`src/rtl/pipe_stage_skid_pkg.sv`:
```
// Shared types for the ID/EX stage register: decode payload layout,
// the bubble constant and the stage occupancy encoding.
package pipe_stage_skid_pkg;

  typedef logic [31:0] Word_t;
  typedef logic [4:0]  Reg_addr_t;
  typedef logic        Bit_t;

  typedef enum logic [7:0] {
    OP_NOP = 8'h00,
    OP_ORI = 8'h0D,
    OP_AND = 8'h24,
    OP_OR  = 8'h25
  } Oper_t;

  localparam Word_t     ZERO_WORD = 32'h0000_0000;
  localparam Bit_t      DISABLE   = 1'b0;
  localparam Bit_t      ENABLE    = 1'b1;
  localparam Reg_addr_t REG_ZERO  = 5'd0;

  typedef struct packed {
    Oper_t     oper;
    Word_t     reg1;
    Word_t     reg2;
    Bit_t      wreg_write;
    Reg_addr_t wreg_addr;
  } IdEx_t;

  // ori $0, $0, 0 with write-back disabled: a harmless NOP for execute
  localparam IdEx_t ID_EX_BUBBLE = '{OP_ORI, ZERO_WORD, ZERO_WORD, DISABLE, REG_ZERO};

  typedef enum logic [1:0] {
    EMPTY = 2'd0,
    FULL  = 2'd1,
    SKID  = 2'd2
  } Stage_state_t;

endpackage

```
`src/rtl/pipe_stage_skid_if.sv`:
```
// Upstream/downstream valid-ready handshake of one pipeline stage.
// master = the surrounding pipeline, slave = the stage register itself.
interface pipe_stage_skid_if #(
  parameter int DATA_W = 64
);
  logic              in_valid;
  logic              in_ready;
  logic [DATA_W-1:0] in_data;
  logic              out_valid;
  logic              out_ready;
  logic [DATA_W-1:0] out_data;

  modport master (
    output in_valid, in_data, out_ready,
    input  in_ready, out_valid, out_data
  );

  modport slave (
    input  in_valid, in_data, out_ready,
    output in_ready, out_valid, out_data
  );
endinterface

```
`src/rtl/pipe_stage_skid_sat_counter.sv`:
```
// Saturating up-counter with enable and synchronous clear; holds at all-ones.
module pipe_stage_skid_sat_counter #(
  parameter int CNT_W = 16
) (
  input  logic             clk,
  input  logic             clr,
  input  logic             en,
  output logic [CNT_W-1:0] cnt
);

  // Count enabled cycles, stop at the maximum value, clear has priority
  always_ff @(posedge clk) begin
    if (clr) begin
      cnt <= '0;
    end else if (en && (cnt != {CNT_W{1'b1}})) begin
      cnt <= cnt + CNT_W'(1);
    end
  end

endmodule

```
`src/rtl/pipe_stage_skid.sv`:
```
// ID/EX stage register with 2-entry skid buffer, flush and stall counter.
//
//   state | meaning
//   EMPTY | no beat held, out_data = BUBBLE, in_ready = 1
//   FULL  | main entry valid, in_ready = 1
//   SKID  | main and skid entries valid, in_ready = 0
module pipe_stage_skid
  import pipe_stage_skid_pkg::*;
#(
  parameter int              DATA_W = 64,
  parameter logic [DATA_W-1:0] BUBBLE = {DATA_W{1'b0}},
  parameter int              CNT_W  = 16
) (
  input  logic              clk,
  input  logic              rst,
  input  logic              flush,
  pipe_stage_skid_if.slave  bus,
  output logic [CNT_W-1:0]  stall_cnt
);

  Stage_state_t      state_q, state_d;
  logic [DATA_W-1:0] main_q, skid_q;
  logic              main_en, main_from_skid, skid_en;
  logic              accept, pop;

  // Handshake outputs come from the state register only
  assign bus.in_ready  = (state_q != SKID);
  assign bus.out_valid = (state_q != EMPTY);
  assign bus.out_data  = (state_q != EMPTY) ? main_q : BUBBLE;

  assign accept = bus.in_valid & bus.in_ready;
  assign pop    = bus.out_valid & bus.out_ready;

  // Next-state and payload load enables; flush kills everything held
  always_comb begin
    state_d        = state_q;
    main_en        = 1'b0;
    main_from_skid = 1'b0;
    skid_en        = 1'b0;
    case (state_q)
      EMPTY: begin
        if (accept) begin
          state_d = FULL;
          main_en = 1'b1;
        end
      end
      FULL: begin
        if (accept && pop) begin
          main_en = 1'b1;
        end else if (accept) begin
          state_d = SKID;
          skid_en = 1'b1;
        end else if (pop) begin
          state_d = EMPTY;
        end
      end
      SKID: begin
        if (pop) begin
          state_d        = FULL;
          main_en        = 1'b1;
          main_from_skid = 1'b1;
        end
      end
      default: state_d = EMPTY;
    endcase
    if (flush) begin
      state_d = EMPTY;
      main_en = 1'b0;
      skid_en = 1'b0;
    end
  end

  // State register
  always_ff @(posedge clk) begin
    if (rst) begin
      state_q <= EMPTY;
    end else begin
      state_q <= state_d;
    end
  end

  // Payload entries load only when enabled; validity lives in state_q
  always_ff @(posedge clk) begin
    if (main_en) begin
      main_q <= main_from_skid ? skid_q : bus.in_data;
    end
    if (skid_en) begin
      skid_q <= bus.in_data;
    end
  end

  pipe_stage_skid_sat_counter #(.CNT_W(CNT_W)) u_stall_cnt (
    .clk (clk),
    .clr (rst),
    .en  (bus.out_valid & ~bus.out_ready),
    .cnt (stall_cnt)
  );

endmodule

```
`src/flat_wrapper.sv`:
```
// flat-port wrapper written by rule: the top's interface ports become plain ports
module pipe_stage_skid_flat import pipe_stage_skid_pkg::*;
#(
  parameter int              DATA_W = 64,
  parameter logic [DATA_W-1:0] BUBBLE = {DATA_W{1'b0}},
  parameter int              CNT_W  = 16
)
  (clk, rst, flush, stall_cnt, bus_in_valid, bus_in_data, bus_out_ready, bus_in_ready, bus_out_valid, bus_out_data);
  pipe_stage_skid_if #(.DATA_W(DATA_W)) bus_i ();
  input  logic clk;
  input  logic rst;
  input  logic flush;
  output logic [CNT_W-1:0] stall_cnt;
  input wire logic [$bits(bus_i.in_valid)-1:0] bus_in_valid;
  input wire logic [$bits(bus_i.in_data)-1:0] bus_in_data;
  input wire logic [$bits(bus_i.out_ready)-1:0] bus_out_ready;
  output wire logic [$bits(bus_i.in_ready)-1:0] bus_in_ready;
  output wire logic [$bits(bus_i.out_valid)-1:0] bus_out_valid;
  output wire logic [$bits(bus_i.out_data)-1:0] bus_out_data;
  assign bus_i.in_valid = bus_in_valid;
  assign bus_i.in_data = bus_in_data;
  assign bus_i.out_ready = bus_out_ready;
  assign bus_in_ready = bus_i.in_ready;
  assign bus_out_valid = bus_i.out_valid;
  assign bus_out_data = bus_i.out_data;
  pipe_stage_skid #(.DATA_W(DATA_W), .BUBBLE(BUBBLE), .CNT_W(CNT_W)) u_core (.clk(clk), .rst(rst), .flush(flush), .bus(bus_i), .stall_cnt(stall_cnt));
endmodule
```
`config.mk`:
```
export PLATFORM = sky130hd
export DESIGN_NAME = pipe_stage_skid_flat
export DESIGN_NICKNAME = d
export VERILOG_FILES = /design/src/rtl/pipe_stage_skid_pkg.sv /design/src/rtl/pipe_stage_skid_if.sv /design/src/rtl/pipe_stage_skid_sat_counter.sv /design/src/rtl/pipe_stage_skid.sv /design/src/flat_wrapper.sv
export SDC_FILE = /design/constraint.sdc
export NUM_CORES = 1
export LEC_CHECK = 0
export BUFFER_PORTS_ARGS = -buffer_cell sky130_fd_sc_hd__buf_4
export CELL_PAD_IN_SITES_DETAIL_PLACEMENT = 1
export CELL_PAD_IN_SITES_GLOBAL_PLACEMENT = 2
export CORE_ASPECT_RATIO = 1.25
export CORE_MARGIN = 5
export CORE_UTILIZATION = 41
export CTS_BUF_LIST = sky130_fd_sc_hd__clkbuf_2 sky130_fd_sc_hd__clkbuf_4 sky130_fd_sc_hd__clkbuf_8
export CTS_CLUSTER_DIAMETER = 40
export DETAILED_ROUTE_END_ITERATION = 10
export PLACE_DENSITY_LB_ADDON = 0.08
export SLEW_MARGIN = 20
export SYNTH_ARGS = -nofsm -noshare
export SYNTH_HDL_FRONTEND = slang
export SYNTH_SLANG_ARGS = --single-unit
```
`constraint.sdc`:
```
create_clock -name clk -period 19.39 [get_ports clk]
set_input_delay 3.878 -clock clk [delete_from_list [all_inputs] [get_ports clk]]
set_output_delay 3.878 -clock clk [all_outputs]
set_load 0.1 [all_outputs]
```
==> impl_metrics.json, run 1 <==
{
  "max_slew.worst_pin.slew_ns": 0.936,
  "yosysWarnings": 0,
  "crit_path_frequent_cell": "buf_4",
  "hold_buffers": 0,
  "slowest_delay_ns": 0.44,
  "wl_per_cell_um": 19.6,
  "m1WireLength_um": 5690,
  "place.gp.congestion": 0.787,
  "yosysTopAreaCellShare_pct": 63.5,
  "grt_max_degree": 66,
  "pwr-share-comb_pct": 11.8,
  "grt_pass1_vias": 4140,
  "end_kind": "output pin",
  "clk_latency_ns": 0.43,
  "cts_made_buffers": 17,
  "layout_min_cycle_time_ns": 5.97,
  "grt_overflow": 0,
  "cts.sinks": 146,
  "switching_share_pct": 25.6,
  "fin_tns_setup_ns": 0,
  "fin_crit_sh_pct": 30.8,
  "antenna_left": 0,
  "clockRootBuffer": "clkbuf_8",
  "crit_slowest_cell": "dfxtp_1",
  "final.fill_count": 1437,
  "dp.cells": 699,
  "pin_count": 151,
  "crit_arrival_ns": 2.09,
  "cp_cell_sequence": "nor2_1 -> clkinv_1 -> buf_4 -> and2_1 -> buf_4",
  "viasPerCell": 5.13,
  "slew_violations": 0,
  "ir_drop_v": 0.0000446,
  "crit_required_ns": 15.51,
  "drc": 0,
  "synth_cells": 387,
  "clockBufferDepth": 2,
  "pwr-share-clk_pct": 36.2,
  "status": "finished, final reports clean",
  "rsz0062_at_grt": "no",
  "num_vias": 3748,
  "power_density_nw_per_um2": 87.4,
  "setup.worst_path.class": "register to output pin",
  "hold_violations": 0,
  "cts.clk_slew.worst_paths_ns": 0.09,
  "synth_common_cells": "128 x edfxtp_1, 65 x and2_1, 64 x mux2_2, 18 x dfxtp_1, 12 x a21oi_1",
  "hold_class": "register to register",
  "drive_above_1_share_pct": 46.5,
  "dieArea_um2": 17300,
  "yosysSeqAreaShare_pct": 69.5,
  "ys_ff_latch": 146,
  "worstPathMaxFanout": 65,
  "whs_ns": 0.513,
  "setup_viol": 0,
  "netlist_area_um2": 6050,
  "ys_top_cells_by_area": "edfxtp_1 64%, mux2_2 12%, and2_1 6.7%, dfxtp_1 6.0%, a21oi_1 0.99%",
  "start_util_pct": 41.8,
  "syn_nets": 457,
  "grt_pass1_wl_um": 22300,
  "diodes": 0,
  "fin_cells": 731,
  "die_h_um": 146,
  "place.port_buffers": 150,
  "synth_ff_type": "edfxtp_1",
  "p_switching_w": 0.000174,
  "synth_edf_count": 128,
  "yosysMostFrequentCell": "edfxtp_1",
  "wl_um": 14300,
  "drt_iter0_markers": 229,
  "seq_power_share_pct": 51.9,
  "grt_usage_pct": 16.5,
  "leakagePower_nw": 2.96,
  "yosys.area.top_type": "edfxtp_1",
  "wl_met3_um": 667,
  "antenna_found_initial": 0,
  "die_w_um": 119,
  "max_freq_mhz": 167,
  "yosysUniqueCellTypes": 44,
  "cts_tree": "built",
  "slew_headroom_pct": 37.6,
  "p_int_w": 0.000504,
  "dr.max_layer_used": "met4",
  "synth-async-reset-ratio_pct": 0,
  "htreeDepth": 4,
  "num_rows": 49,
  "routed-wl-met2_um": 7580,
  "firstDrtPassIters": 4,
  "syn_area_per_cell_um2": 15.6,
  "ctsResizeCount": 0,
  "core_area_um2": 14500,
  "maxCapViolCount": 0,
  "skew_ns": 0.0147,
  "area_delta_synth_final_pct": 28.3,
  "cts_setup_buffers": 0,
  "layout.nets": 610,
  "dp_hpwl_um": 9770,
  "cp-start-kind": "register"
}
## cell families (layout without fill, tap and decap cells)
| logic type | Yosys count | after routing | share of synthesized area [%] |
|---|---|---|---|
| flops | 146 | 146 | 69.5 |
| buf+inv | 22 | 188 | 1.72 |
| simple gates | 119 | 119 | 12.4 |
| fa+ha+maj | 1 | 1 | 0.207 |
| mux | 66 | 66 | 12.3 |
| compound gates | 33 | 33 | 3.89 |
## final cells by class
class	instances	area (um2)	area share (%)
flip-flops and latches	146	4200	54.2
multi-input cells	219	1760	22.7
repair buffers	153	1150	14.8
clock buffers	19	249	3.21
well taps	178	223	2.87
clock inverters	13	160	2.06
inverters	3	11.3	0.145
## layer usage
layer | track usage (%) | vias to the layer above
met3 | 4.94 | 25
met1 | 18.4 | 1850
met4 | 6.49 | 0
met2 | 29.4 | 106
li1 | - | 1767
met5 | 0 | -
## layout by cell type (no fill, tap or decap), types with 6 or more instances in the layout
cell type and count:
buf_4 153, edfxtp_1 128, and2_1 65, mux2_2 64
dfxtp_1 18, clkbuf_8 17, a21oi_1 11, nand2_1 9
nand3_1 7, nor2_1 6
## worst paths after layout
kind | startpoint | end | slack (ns) | cells after the start
worst max-delay path | u_core.state_q[1] | bus_out_data[3] | 13.42 | 5
worst min-delay path | u_core.u_stall_cnt.cnt[15] | u_core.u_stall_cnt.cnt[15] | 0.51 | 1
worst min register to register | u_core.u_stall_cnt.cnt[15] | u_core.u_stall_cnt.cnt[15] | 0.51 | 1
worst max register to register | u_core.state_q[1] | u_core.main_q[9] | 16.62 | 4
## power groups by stage
stage / clock (W) / combinational [W] / sequential, W
final: 0.000246 / 0.0000803 / 0.000352
after global routing: 0.000267 / 0.0000840 / 0.000353
after CTS: 0.000254 / 0.0000812 / 0.000352
after detailed placement: 0 / 0.0000809 / 0.000359
after global placement: 0 / 0.0000796 / 0.000359
after floorplan: 0 / 0.0000538 / 0.000360
## critical path, delay by kind of cell, from the launching register on
kind / cells / cell delay, ns
flip-flops: 1 / 0.44
AND/OR/NAND/NOR: 2 / 0.39
buffers and inverters: 3 / 0.80
## metrics by stage
step           power [W]  utilization (%)  cell area, um2  setup WS, ns
3_3_place_gp    0.000439             50.8            7350         13.42
4_1_cts         0.000687             53.6            7760         13.33
3_5_place_dp    0.000440             50.8            7350         13.30
6_report        0.000678             53.6            7760         13.42
2_1_floorplan   0.000414                -            6050          9.96
5_1_grt         0.000704             53.6            7760         13.19
## flip-flops by register name, indices dropped and copies added (netlist names)
signal and flops:
u_core.main_q 64, u_core.skid_q 64, u_core.u_stall_cnt.cnt 16, u_core.state_q 2
No activity file was read; power rests on OpenSTA's default activity.
==> inputs of run 2 (changes only) <==
--- a/config.mk
+++ b/config.mk
@@ -5,12 +5,13 @@
 export SDC_FILE = /design/constraint.sdc
 export NUM_CORES = 1
 export LEC_CHECK = 0
+export ABC_AREA = 1
 export BUFFER_PORTS_ARGS = -buffer_cell sky130_fd_sc_hd__buf_4
 export CELL_PAD_IN_SITES_DETAIL_PLACEMENT = 1
 export CELL_PAD_IN_SITES_GLOBAL_PLACEMENT = 2
 export CORE_ASPECT_RATIO = 1.25
 export CORE_MARGIN = 5
-export CORE_UTILIZATION = 41
+export CORE_UTILIZATION = 33
 export CTS_BUF_LIST = sky130_fd_sc_hd__clkbuf_2 sky130_fd_sc_hd__clkbuf_4 sky130_fd_sc_hd__clkbuf_8
 export CTS_CLUSTER_DIAMETER = 40
 export DETAILED_ROUTE_END_ITERATION = 10
==> constraint.sdc (replaced) <==
create_clock -name clk -period 4.9 [get_ports clk]
set_input_delay 0.98 -clock clk [delete_from_list [all_inputs] [get_ports clk]]
set_output_delay 0.98 -clock clk [all_outputs]
set_load 0.1 [all_outputs]
==> impl_metrics.json, run 2 <==
{
  "syn_area_per_cell_um2": 12.2,
  "synth_compound_area_share_pct": 1.08,
  "cts_setup_buffers": 0,
  "synth_cells": 515,
  "layout.nets": 744,
  "max_slew.worst_pin.slew_ns": 0.959,
  "viasPerCell": 4.53,
  "leakagePower_nw": 3.39,
  "die_h_um": 164,
  "cts_tree": "built",
  "hold_buffers": 0,
  "core_area_um2": 18800,
  "synth_edf_count": 128,
  "status": "finished, final reports clean",
  "grt_max_degree": 65,
  "synth-simple-area-share_pct": 13.6,
  "ys_ff_latch": 146,
  "synth_common_cells": "128 x edfxtp_1, 115 x nor2_1, 79 x inv_1, 64 x mux2_1, 47 x nand2_1",
  "muxShareOfSynthArea_pct": 11.5,
  "dp_hpwl_um": 10800,
  "htreeDepth": 4,
  "top_regs": "u_core.main_q (64), u_core.skid_q (64), u_core.u_stall_cnt.cnt (16)",
  "syn_nets": 585,
  "start_util_pct": 33.5,
  "cp-start-kind": "register",
  "final_common_cell": "buf_4",
  "cts.clk_slew.worst_paths_ns": 0.09,
  "clockRootBuffer": "clkbuf_8",
  "crit_arrival_ns": 1.94,
  "pin_count": 151,
  "die_w_um": 133,
  "fin_tns_setup_ns": 0,
  "worstPathMaxFanout": 19,
  "setup.worst_path.class": "register to output pin",
  "utilization_pct": 43.2,
  "area_delta_synth_final_pct": 29.1,
  "num_rows": 56,
  "place.port_buffers": 150,
  "max_freq_mhz": 343,
  "crit_required_ns": 3.92,
  "cts_made_buffers": 17,
  "yosysTopAreaCellShare_pct": 61.2,
  "ctsResizeCount": 0,
  "power_density_nw_per_um2": 345,
  "setup_viol": 0,
  "place_area_um2": 7660,
  "synth_top_family_by_area": "simple AND/OR/NAND/NOR gates",
  "hold_violations": 0,
  "grt_usage_pct": 14.2,
  "antenna_found_initial": 0,
  "diodes": 0,
  "clockBufferDepth": 2,
  "clk_latency_ns": 0.44,
  "antenna_left": 0,
  "drt_iter0_markers": 204,
  "wl_um": 15400,
  "fin_ws_ns": 1.98,
  "hold_class": "register to register",
  "wl_per_cell_um": 16.8,
  "cts.sinks": 146,
  "drc": 0,
  "rsz0062_at_grt": "no",
  "synthXorXnorAreaFrac_pct": 0,
  "layout_min_cycle_time_ns": 2.92,
  "drive_above_1_share_pct": 29.5,
  "grt_pass1_vias": 4572,
  "synth_ff_type": "edfxtp_1",
  "pre_cts_slack_ns": 2.21,
  "place.gp.congestion": 0.752,
  "dieArea_um2": 21900,
  "yosysMostFrequentCell": "edfxtp_1",
  "design_area_um2": 8110,
  "design_power_total_w": 0.00280,
  "ys_top_cells_by_area": "edfxtp_1 61%, mux2_1 11%, nor2_1 6.9%, dfxtp_1 5.7%, inv_1 4.7%",
  "grt_overflow": 0,
  "synth-async-reset-ratio_pct": 0,
  "fin_crit_sh_pct": 59.6,
  "firstDrtPassIters": 4,
  "end_kind": "output pin",
  "synth_adder_area_share_pct": 0.199,
  "slew_violations": 0,
  "yosysSeqAreaShare_pct": 66.9,
  "maxCapViolCount": 0,
  "yosys.area.top_type": "edfxtp_1",
  "netlist_area_um2": 6280,
  "grt_pass1_wl_um": 24100,
  "slew_headroom_pct": 36.0,
  "num_vias": 4159,
  "yosysWarnings": 0,
  "yosysUniqueCellTypes": 26,
  "skew_ns": 0.0122,
  "ir_drop_v": 0.000198,
  "layout_common_cells": "154 x buf_4, 128 x edfxtp_1, 115 x nor2_1, 79 x inv_1, 64 x mux2_1"
}
==> run 2: cell count changes after synthesis, moves of 6 or more <==
cell / previous run / this run
and2_1: 65 / 0
buf_6: 1 / 7
clkbuf_1: 8 / 1
inv_1: 3 / 79
mux2_1: 2 / 64
mux2_2: 64 / 0
nand2_1: 10 / 47
nand3_1: 7 / 13
nor2_1: 6 / 115
==> run 2: routing by layer <==
metal	wire [um]	track usage, %	part of all wire [%]
met5	0	0	0
met4	199	4.35	1.3
met3	644	4.04	4.2
met2	8340	27.1	54
met1	6230	15.2	40
==> run 2: power by group <==
part / switching, W / leakage, nW / internal, W
registers: 0.00000899 / 1.32 / 0.00139
clock network: 0.000495 / 0.218 / 0.000571
logic: 0.000244 / 1.85 / 0.0000917
total: 0.000747 / 3.39 / 0.00205
==> run 2: per-stage QoR <==
step	cells	hold WS, ns
after floorplan	515	0.501
after global placement	886	0.508
after detailed placement	887	0.513
after CTS	919	0.534
after global routing	919	0.539
final	919	0.526
==> run 2: cell families (layout without fill, tap and decap cells) <==
logic type / after synthesis / after routing
compound gates: 12 / 12
mux: 64 / 64
fa+ha+maj: 1 / 1
flops: 146 / 146
buf+inv: 96 / 268
simple gates: 196 / 196
==> run 2: worst max-delay path, cell delays in order, from the launching register on <==
cell and delay [ns]:
dfxtp_1 0.39, nor2_4 0.47, buf_4 0.33, nor2_1 0.08, buf_4 0.24
==> run 2: layout make-up <==
type | instances | area, um2
flip-flops and latches | 146 | 4200
multi-input cells | 273 | 1690
clock buffers | 18 | 241
fillers | 2053 | 10700
clock inverters | 14 | 203
repair buffers | 155 | 1180
inverters | 81 | 304
well taps | 232 | 290
==> run 2: worst paths after layout <==
check	slack (ns)	to	cells after the start	startpoint
worst max-delay path	1.98	bus_out_data[52]	4	u_core.state_q[0]
worst min-delay path	0.53	u_core.main_q[40]	1	u_core.skid_q[40]
worst max register to register	2.56	u_core.main_q[18]	4	u_core.state_q[0]
worst min register to register	0.53	u_core.main_q[40]	1	u_core.skid_q[40]
==> inputs of run 3 (changes only) <==
--- a/config.mk
+++ b/config.mk
@@ -5,13 +5,13 @@
 export SDC_FILE = /design/constraint.sdc
 export NUM_CORES = 1
 export LEC_CHECK = 0
-export ABC_AREA = 1
+export ABC_AREA = 0
 export BUFFER_PORTS_ARGS = -buffer_cell sky130_fd_sc_hd__buf_4
 export CELL_PAD_IN_SITES_DETAIL_PLACEMENT = 1
 export CELL_PAD_IN_SITES_GLOBAL_PLACEMENT = 2
 export CORE_ASPECT_RATIO = 1.25
 export CORE_MARGIN = 5
-export CORE_UTILIZATION = 33
+export CORE_UTILIZATION = 34
 export CTS_BUF_LIST = sky130_fd_sc_hd__clkbuf_2 sky130_fd_sc_hd__clkbuf_4 sky130_fd_sc_hd__clkbuf_8
 export CTS_CLUSTER_DIAMETER = 40
 export DETAILED_ROUTE_END_ITERATION = 10
==> constraint.sdc (replaced) <==
create_clock -name clk -period 2.65 [get_ports clk]
set_input_delay 0.53 -clock clk [delete_from_list [all_inputs] [get_ports clk]]
set_output_delay 0.53 -clock clk [all_outputs]
set_load 0.1 [all_outputs]
==> impl_metrics.json, run 3 (synthesized netlist as in run 1, its figures left out) <==
{
  "status": "finished, final reports clean",
  "setup.worst_path.class": "register to output pin",
  "cts.clk_slew.worst_paths_ns": 0.08,
  "seq_power_share_pct": 50.9,
  "start_util_pct": 34.6,
  "drt_iter0_markers": 156,
  "clockBufferDepth": 2,
  "pwr-share-clk_pct": 37.3,
  "setup_viol": 0,
  "dp_hpwl_um": 9660,
  "cts.sinks": 146,
  "end_kind": "output pin",
  "crit_arrival_ns": 1.94,
  "grt_pass1_vias": 4095,
  "cp_cell_sequence": "nor2_1 -> inv_2 -> buf_12 -> and2_1 -> buf_4",
  "drc": 0,
  "reg2reg_from": "u_core.u_stall_cnt.cnt[0]",
  "grt_max_degree": 56,
  "cts_setup_buffers": 0,
  "power_density_nw_per_um2": 636,
  "r2r_cells": 5,
  "grt_overflow": 0,
  "pin_count": 151,
  "antenna_found_initial": 0,
  "hold_class": "input pin to register",
  "layout_min_cycle_time_ns": 2.47,
  "die_w_um": 129,
  "p_int_w": 0.00380,
  "wl_per_cell_um": 17.9,
  "antenna_left": 0,
  "crit_required_ns": 2.12,
  "max_slew.worst_pin.slew_ns": 0.803,
  "fin_tns_setup_ns": 0,
  "viasPerCell": 4.82,
  "layout_common_cells": "143 x buf_4, 128 x edfxtp_1, 65 x and2_1, 64 x mux2_2, 18 x dfxtp_1",
  "diodes": 0,
  "hold_buffers": 0,
  "fin_crit_sh_pct": 93.2,
  "min-delay-start": "bus_in_data[35]",
  "crit_buf_inv": 3,
  "cts_tree": "built",
  "multi_input_area_um2": 1770,
  "htreeDepth": 4,
  "place_area_um2": 7490,
  "wl_um": 14000,
  "maxCapViolCount": 0,
  "leakagePower_nw": 3.02,
  "r2r_end": "u_core.u_stall_cnt.cnt[1]",
  "p_switching_w": 0.00126,
  "slowest_delay_ns": 0.36,
  "place.gp.congestion": 0.722,
  "rsz0062_at_grt": "no",
  "top_regs": "u_core.main_q (64), u_core.skid_q (64), u_core.u_stall_cnt.cnt (16)",
  "slew_headroom_pct": 46.1,
  "firstDrtPassIters": 4,
  "design_area_um2": 7950,
  "cts_made_buffers": 17,
  "fin_cells": 780,
  "ff_latch_area_um2": 4200,
  "whs_ns": 0.274,
  "pwr-share-comb_pct": 11.8,
  "dp.cells": 748,
  "hold_end": "u_core.skid_q[35]",
  "cp-start-kind": "register",
  "place.port_buffers": 150,
  "drive_above_1_share_pct": 47.1,
  "switching_share_pct": 25.0,
  "setup.worst_path.start": "u_core.state_q[1]",
  "num_rows": 54,
  "crit_family": "buffers and inverters",
  "min_path_cells": 1,
  "ir_drop_v": 0.000249,
  "final.fill_count": 1790,
  "grt_usage_pct": 13.9,
  "layout.nets": 613,
  "grt_pass1_wl_um": 22000,
  "final_common_cell": "buf_4",
  "worstPathMaxFanout": 55,
  "core_area_um2": 17500,
  "r2r_setup_slack_ns": 0.66,
  "die_h_um": 159,
  "area_delta_synth_final_pct": 31.5,
  "max_freq_mhz": 405,
  "clockRootBuffer": "clkbuf_8",
  "dieArea_um2": 20600,
  "num_vias": 3763,
  "skew_ns": 0.0129,
  "hold_violations": 0,
  "clk_latency_ns": 0.44,
  "crit_slowest_cell": "dfxtp_1",
  "slew_violations": 0
}
-- run 3: power by group through the flow --
stage / combinational, W / sequential (W) / clock (W)
2_1_floorplan: 0.000396 / 0.00263 / 0
3_3_place_gp: 0.000594 / 0.00263 / 0
3_5_place_dp: 0.000602 / 0.00263 / 0
4_1_cts: 0.000604 / 0.00258 / 0.00196
5_1_grt: 0.000628 / 0.00258 / 0.00209
6_report: 0.000597 / 0.00258 / 0.00189
-- run 3: through the flow --
stage,util (%),power [W],setup WS (ns)
finish,45.5,0.00506,0.179
global route,45.5,0.00529,0.00186
CTS,45.3,0.00514,0.0803
detailed placement,42.8,0.00323,0.579
global placement,42.8,0.00322,0.590
floorplan,-,0.00303,-0.292
-- run 3: worst max-delay path by stage --
stage / to / slack, ns / cells past startpoint
CTS: bus_out_data[58] / 0.08 / 5
finish: bus_out_data[53] / 0.18 / 5
floorplan: u_core.skid_q[0] / -0.29 / 3
global route: bus_out_data[35] / 0.002 / 5
global placement: u_core.u_stall_cnt.cnt[13] / 0.59 / 5
detailed placement: bus_out_data[58] / 0.58 / 5
-- run 3: per-layer routing --
| metal | part of all wire [%] | vias to the layer above | GRT usage [%] |
|---|---|---|---|
| met5 | 0 | - | 0 |
| met4 | 0.99 | 0 | 4.01 |
| met3 | 6.5 | 10 | 4.73 |
| met2 | 51 | 103 | 23.8 |
| met1 | 41 | 1876 | 16.3 |
| li1 | - | 1774 | - |
-- run 3: area by class of cell --
type,count,area share [%]
clock buffer,19,3.13
clock inverter,13,2.31
inverter,3,0.142
multi-input combinational,219,22.3
sequential,146,52.9
tap,224,3.52
timing repair buffer,156,15.8
-- run 3: worst register-to-register path, cell delays in order (launching register included) --
cell and delay [ns]:
dfxtp_1 0.44, ha_1 0.24, nand4_1 0.18, nor4_4 0.72, o311ai_0 0.22, o41ai_1 0.10
-- run 3: what timing repair did --
action / in CTS / in global routing
setup endpoints to repair: 0 / 9
resized for setup: 0 / 9
hold endpoints to repair: 0 / 0
